## src/rtl/uart_pkg.sv

```systemverilog
// Shared UART definitions: receiver FSM states, frame constants and the
// even-parity rule used by both the RX and TX stages.
package uart_pkg;

  localparam int DATA_BITS = 8;
  localparam int MIN_RATE  = 2;

  localparam logic START_BIT = 1'b0;
  localparam logic STOP_BIT  = 1'b1;

  typedef enum logic [2:0] {
    IDLE   = 3'd0,
    START  = 3'd1,
    DATA   = 3'd2,
    PARITY = 3'd3,
    STOP   = 3'd4,
    BREAK  = 3'd5
  } rx_state_e;

  // Even parity: data plus parity bit must hold an even number of ones.
  // Data is zero-extended by the caller, which leaves the XOR unchanged.
  function automatic logic even_parity_err(input logic [31:0] data, input logic par);
    return ^{data, par};
  endfunction

  // Lower clamp on the programmed bit period so the half-bit is never zero.
  function automatic logic [31:0] clamp_rate(input logic [31:0] rate, input logic [31:0] min_rate);
    logic [31:0] res;
    if (rate < min_rate) begin
      res = min_rate;
    end else begin
      res = rate;
    end
    return res;
  endfunction

endpackage

```

## src/rtl/sync_2ff.sv

```systemverilog
// Two-flop synchroniser for a single asynchronous bit, with a selectable
// reset value so an idle-high line does not look like an edge after reset.
module sync_2ff #(
  parameter logic RESET_VAL = 1'b1
) (
  input  logic clk,
  input  logic rst,
  input  logic d,
  output logic q
);

  logic r_meta;
  logic r_sync;

  // Metastability filter chain.
  always_ff @(posedge clk) begin
    if (rst) begin
      r_meta <= RESET_VAL;
      r_sync <= RESET_VAL;
    end else begin
      r_meta <= d;
      r_sync <= r_meta;
    end
  end

  assign q = r_sync;

endmodule

```

## src/rtl/uart_rx_frame.sv

```systemverilog
// UART receive framer: start detect, mid-bit sampling, even parity and stop
// check, with a sticky byte-ready flag and a sticky framing-error flag.
module uart_rx_frame
  import uart_pkg::*;
#(
  parameter int DATA_BITS = uart_pkg::DATA_BITS,
  parameter int MIN_RATE  = uart_pkg::MIN_RATE
) (
  input  logic                 clk,
  input  logic                 rst,
  input  logic                 rx,
  input  logic [31:0]          byte_rate,
  input  logic                 rx_flag_clr,
  output logic [DATA_BITS-1:0] rx_data,
  output logic                 parity,
  output logic                 parity_err,
  output logic                 rx_flag,
  output logic                 frame_err,
  output logic                 busy
);

  localparam int IDX_W = (DATA_BITS > 1) ? $clog2(DATA_BITS) : 1;
  localparam logic [IDX_W-1:0] LAST_IDX = IDX_W'(DATA_BITS - 1);

  logic                 w_rxs;
  logic                 w_fall;
  logic [31:0]          w_br;

  logic                 r_rxs_d;
  rx_state_e            r_state;
  logic [31:0]          r_cnt;
  logic [31:0]          r_br;
  logic [31:0]          r_half;
  logic [IDX_W-1:0]     r_idx;
  logic [DATA_BITS-1:0] r_shift;
  logic                 r_par;
  logic [DATA_BITS-1:0] r_rx_data;
  logic                 r_parity;
  logic                 r_parity_err;
  logic                 r_rx_flag;
  logic                 r_frame_err;
  logic                 r_busy;

  sync_2ff #(
    .RESET_VAL (1'b1)
  ) u_sync (
    .clk (clk),
    .rst (rst),
    .d   (rx),
    .q   (w_rxs)
  );

  assign w_fall = r_rxs_d & ~w_rxs;
  assign w_br   = clamp_rate(byte_rate, 32'(MIN_RATE));

  // Delayed copy of the synchronised line for falling-edge detection.
  always_ff @(posedge clk) begin
    if (rst) begin
      r_rxs_d <= 1'b1;
    end else begin
      r_rxs_d <= w_rxs;
    end
  end

  // Receive FSM; flag clears are written first so a same-cycle set overrides them.
  always_ff @(posedge clk) begin
    if (rst) begin
      r_state      <= IDLE;
      r_cnt        <= 32'd0;
      r_br         <= 32'd0;
      r_half       <= 32'd0;
      r_idx        <= '0;
      r_shift      <= '0;
      r_par        <= 1'b0;
      r_rx_data    <= '0;
      r_parity     <= 1'b0;
      r_parity_err <= 1'b0;
      r_rx_flag    <= 1'b0;
      r_frame_err  <= 1'b0;
      r_busy       <= 1'b0;
    end else begin
      if (rx_flag_clr) begin
        r_rx_flag   <= 1'b0;
        r_frame_err <= 1'b0;
      end
      case (r_state)
        IDLE: begin
          if (w_fall) begin
            r_cnt   <= 32'd0;
            r_br    <= w_br;
            r_half  <= w_br >> 1;
            r_state <= START;
            r_busy  <= 1'b1;
          end
        end
        START: begin
          if (r_cnt == r_half - 32'd1) begin
            r_cnt <= 32'd0;
            if (w_rxs == START_BIT) begin
              r_idx   <= '0;
              r_state <= DATA;
            end else begin
              r_state <= IDLE;
              r_busy  <= 1'b0;
            end
          end else begin
            r_cnt <= r_cnt + 32'd1;
          end
        end
        DATA: begin
          if (r_cnt == r_br - 32'd1) begin
            r_cnt          <= 32'd0;
            r_shift[r_idx] <= w_rxs;
            if (r_idx == LAST_IDX) begin
              r_state <= PARITY;
            end else begin
              r_idx <= r_idx + IDX_W'(1);
            end
          end else begin
            r_cnt <= r_cnt + 32'd1;
          end
        end
        PARITY: begin
          if (r_cnt == r_br - 32'd1) begin
            r_cnt   <= 32'd0;
            r_par   <= w_rxs;
            r_state <= STOP;
          end else begin
            r_cnt <= r_cnt + 32'd1;
          end
        end
        STOP: begin
          if (r_cnt == r_br - 32'd1) begin
            r_cnt <= 32'd0;
            if (w_rxs == STOP_BIT) begin
              r_rx_data    <= r_shift;
              r_parity     <= r_par;
              r_parity_err <= even_parity_err(32'(r_shift), r_par);
              r_rx_flag    <= 1'b1;
              r_frame_err  <= 1'b0;
              r_state      <= IDLE;
              r_busy       <= 1'b0;
            end else begin
              r_frame_err <= 1'b1;
              r_state     <= BREAK;
            end
          end else begin
            r_cnt <= r_cnt + 32'd1;
          end
        end
        BREAK: begin
          // A line held low must return high before a new start can be seen.
          if (w_rxs) begin
            r_state <= IDLE;
            r_busy  <= 1'b0;
          end
        end
        default: begin
          r_state <= IDLE;
          r_busy  <= 1'b0;
        end
      endcase
    end
  end

  assign rx_data    = r_rx_data;
  assign parity     = r_parity;
  assign parity_err = r_parity_err;
  assign rx_flag    = r_rx_flag;
  assign frame_err  = r_frame_err;
  assign busy       = r_busy;

endmodule

```

## config.mk

```make
export PLATFORM = sky130hd
export DESIGN_NAME = uart_rx_frame
export DESIGN_NICKNAME = d
export VERILOG_FILES = /design/src/rtl/uart_pkg.sv /design/src/rtl/sync_2ff.sv /design/src/rtl/uart_rx_frame.sv
export SDC_FILE = /design/constraint.sdc
export NUM_CORES = 1
export LEC_CHECK = 0
export ABC_AREA = 1
export CAP_MARGIN = 25
export CORE_ASPECT_RATIO = 0.5
export CORE_MARGIN = 4
export CORE_UTILIZATION = 29
export DETAILED_ROUTE_END_ITERATION = 8
export HOLD_SLACK_MARGIN = 0.1
export SLEW_MARGIN = 0
export SYNTH_ARGS = -nofsm -noshare
export SYNTH_HDL_FRONTEND = slang
export SYNTH_HIERARCHICAL = 1
export SYNTH_SLANG_ARGS = --single-unit
export TNS_END_PERCENT = 20
```

## constraint.sdc

```tcl
create_clock -name clk -period 2.7 [get_ports clk]
set_input_delay 0.54 -clock clk [delete_from_list [all_inputs] [get_ports clk]]
set_output_delay 0.54 -clock clk [all_outputs]
set_load 0.02 [all_outputs]
```

==> metrics.txt <==
run status finished, final reports clean; Port-buffer cells 48; critical path class reg -> reg; Hold WS 0.423 ns; H-Tree Depth 3; I/O pin total 49; Cell Chain, Critical Path nor2_1 > nand2_1 > nor2_4 > buf_4 > nand3b_1 > nand2_1 > inv_1 > nor2_1 > nand2_1 > inv_1 > nand2_1 > nor2_4 > nand3_4 > nand2_4 > nand2_4 > buf_12 > o21bai_1 > inv_1; Starting Density 29.5%; Syn Inst Count 1241; RSZ-0062 raised after global routing yes; most numerous cell on the critical path nand2_1; fmax 382 MHz; Post-Syn Area per Cell 6.00 µm²; CTS sink count 95; Die Y 121 µm; post-DP HPWL 18800 µm; cell area after synthesis 7450 µm²; CP required 2.96 ns; Final Hold Fails 0; first-pass GRT wire length 37300 µm; fin crit share 97.1%; CTS Buffer Depth 2; Hold WC Path Type reg -> reg; number of max-cap violations 0; Critical Path Slowest Stage Cell dfxtp_1; Max FO, Critical Path 32; largest net degree at the start of global routing 49; Filler Cell Count 2766; die area 28500 µm²; Max VDD drop 0.000392 V; gr ovfl total 0; most common cell after layout, fill and taps aside nand2_1; YS warnings 6; die extent in x 235 µm; CP arrival 2.88 ns; synth unique cells 41; Layout area overhead 23.3%; slew margin rel. 55.7%; Num CTS Buffers 9; register area share after synthesis 25.5%; Routed WL per cell 14.1 µm; PD cells 770 nW/µm²; setup_tns 0 ns; # diodes 0; vias in the first global route 7014; Util after Layout 36.4%; Clock Skew 0.00799 ns; core area 25200 µm²; Final Max Tran Viols 0; Antenna Nets Post-Route 0; Setup crit end kind register; fin crit period 2.62 ns; vias per inst 4.67; GP Congestion 0.976; DR vias 7846; actual slew at the worst max-slew pin 0.660 ns; final net count 1371; commonest cells after routing, fill and taps aside nand2_1, inv_1, nor2_1; Reg clk slew, reported paths 0.08 ns; Setup crit start kind register; Critical Path Max Stage Delay 0.39 ns; Post-Layout Cell Count 1679; site row count 41; Inst Count DP 1655; layout cell share with drive strength beyond 1 14.4%; root buffer cell clkbuf_16; DRT iter0 DRCs 588; CTS tree done; Total Routing Usage GR 16.4%; First-pass DRT Iterations 5; initial antenna violation count 0; Residual DRC 0; register bit total from synthesis 95; cts hold-fix bufs 0; Power Total 0.00708 W; P_leak 4.47 nW; Mapped Nets 1282; Final setup viols 0; final WL 23700 µm; Clock Latency Late Sink 0.36 ns
critical path, delay by kind of cell (launching register included):
kind                   cells  cell delay, ns
AO/OA/AOI/OAI              1            0.14
buffers and inverters      5            0.49
flip-flops                 1            0.39
AND/OR/NAND/NOR           12            1.49
final timing paths:
kind / end / slack (ns) / depth (start not counted) / start
worst max-delay path: r_cnt[0] / 0.08 / 18 / r_br[13]
worst min-delay path: u_sync/q / 0.42 / 2 / u_sync/r_meta
worst max register to register: r_cnt[0] / 0.08 / 18 / r_br[13]
worst min register to register: u_sync/q / 0.42 / 2 / u_sync/r_meta
area by class of cell:
cell class / instances / area [µm²] / area share (%)
clock inverters: 7 / 72.6 / 0.790
well taps: 344 / 430 / 4.69
multi-input cells: 914 / 4750 / 51.8
repair buffers: 125 / 1090 / 11.9
flip-flops and latches: 95 / 1910 / 20.8
inverters: 185 / 698 / 7.60
clock buffers: 9 / 225 / 2.45
through the flow:
stage	area, µm²	worst slack (ns)
floorplan	7450	0.357
detailed placement	8700	0.0425
global route	9180	-0.0743
global placement	8700	0.0674
finish	9180	0.0794
CTS	8990	0.0174
report_power, final:
part | total, W | switching [W] | internal, W
sequential | 0.00163 | 0.000136 | 0.00149
combinational | 0.00412 | 0.00259 | 0.00152
clock | 0.00133 | 0.000670 | 0.000660
kinds of logic after synthesis:
logic type | count (synthesis) | share of synthesized area, %
xor gates and xnor gates | 82 | 10.0
AOI/OAI and AO/OA | 130 | 9.27
DFF | 95 | 25.5
adders and majority gates | 5 | 0.840
and+or+nand+nor | 696 | 42.0
buffers and inverters | 233 | 12.3
layer usage:
| layer | vias to the layer above | wire length [µm] | track usage, % |
|---|---|---|---|
| li1 | 4046 | - | - |
| met1 | 3545 | 11500 | 22.6 |
| met2 | 213 | 10100 | 26.0 |
| met3 | 42 | 1510 | 3.56 |
| met4 | 0 | 539 | 4.57 |
| met5 | - | 0 | 0 |
repair_timing:
item / CTS / global route
setup buffers: 0 / 7
gates resized for setup: 0 / 45
setup endpoints to repair: 0 / 60
state kept, by name, summed over array words and instances (netlist names):
name	flops
busy	1
frame_err	1
parity	1
parity_err	1
r_br	32
r_cnt	32
r_idx	3
r_par	1
r_rxs_d	1
r_shift	8
r_state	3
rx_data	8
rx_flag	1
u_sync/q	1
u_sync/r_meta	1
cells in the mapped netlist:
cell,instances,share of area [%]
a211oi_1,6,0.60
a21oi_1,71,4.8
a31oi_1,2,0.17
buf_1,1,0.050
buf_2,8,0.54
buf_4,3,0.30
buf_6,3,0.45
clkbuf_1,33,1.7
clkinv_1,3,0.15
clkinv_2,1,0.067
dfxtp_1,95,26
ha_1,5,0.84
inv_1,174,8.8
inv_2,7,0.35
nand2_1,344,17
nand2_2,14,1.2
nand2_4,2,0.30
nand3_1,70,4.7
nand3_2,3,0.40
nand3_4,1,0.24
nand3b_1,6,0.60
nand4_1,31,2.6
nor2_1,164,8.3
nor2_2,14,1.2
nor2_4,15,2.3
nor2_8,2,0.54
nor3_1,15,1.0
nor3b_1,1,0.10
nor4_1,10,0.84
nor4_2,1,0.17
o21ai_0,40,2.7
o21ai_1,1,0.067
o21bai_1,7,0.71
o22ai_1,2,0.17
o31ai_1,1,0.10
or2_1,1,0.084
or2_2,1,0.084
or3_1,1,0.084
xnor2_1,26,3.1
xnor3_1,2,0.60
xor2_1,54,6.4
No activity file was read; power rests on OpenSTA's default activity.
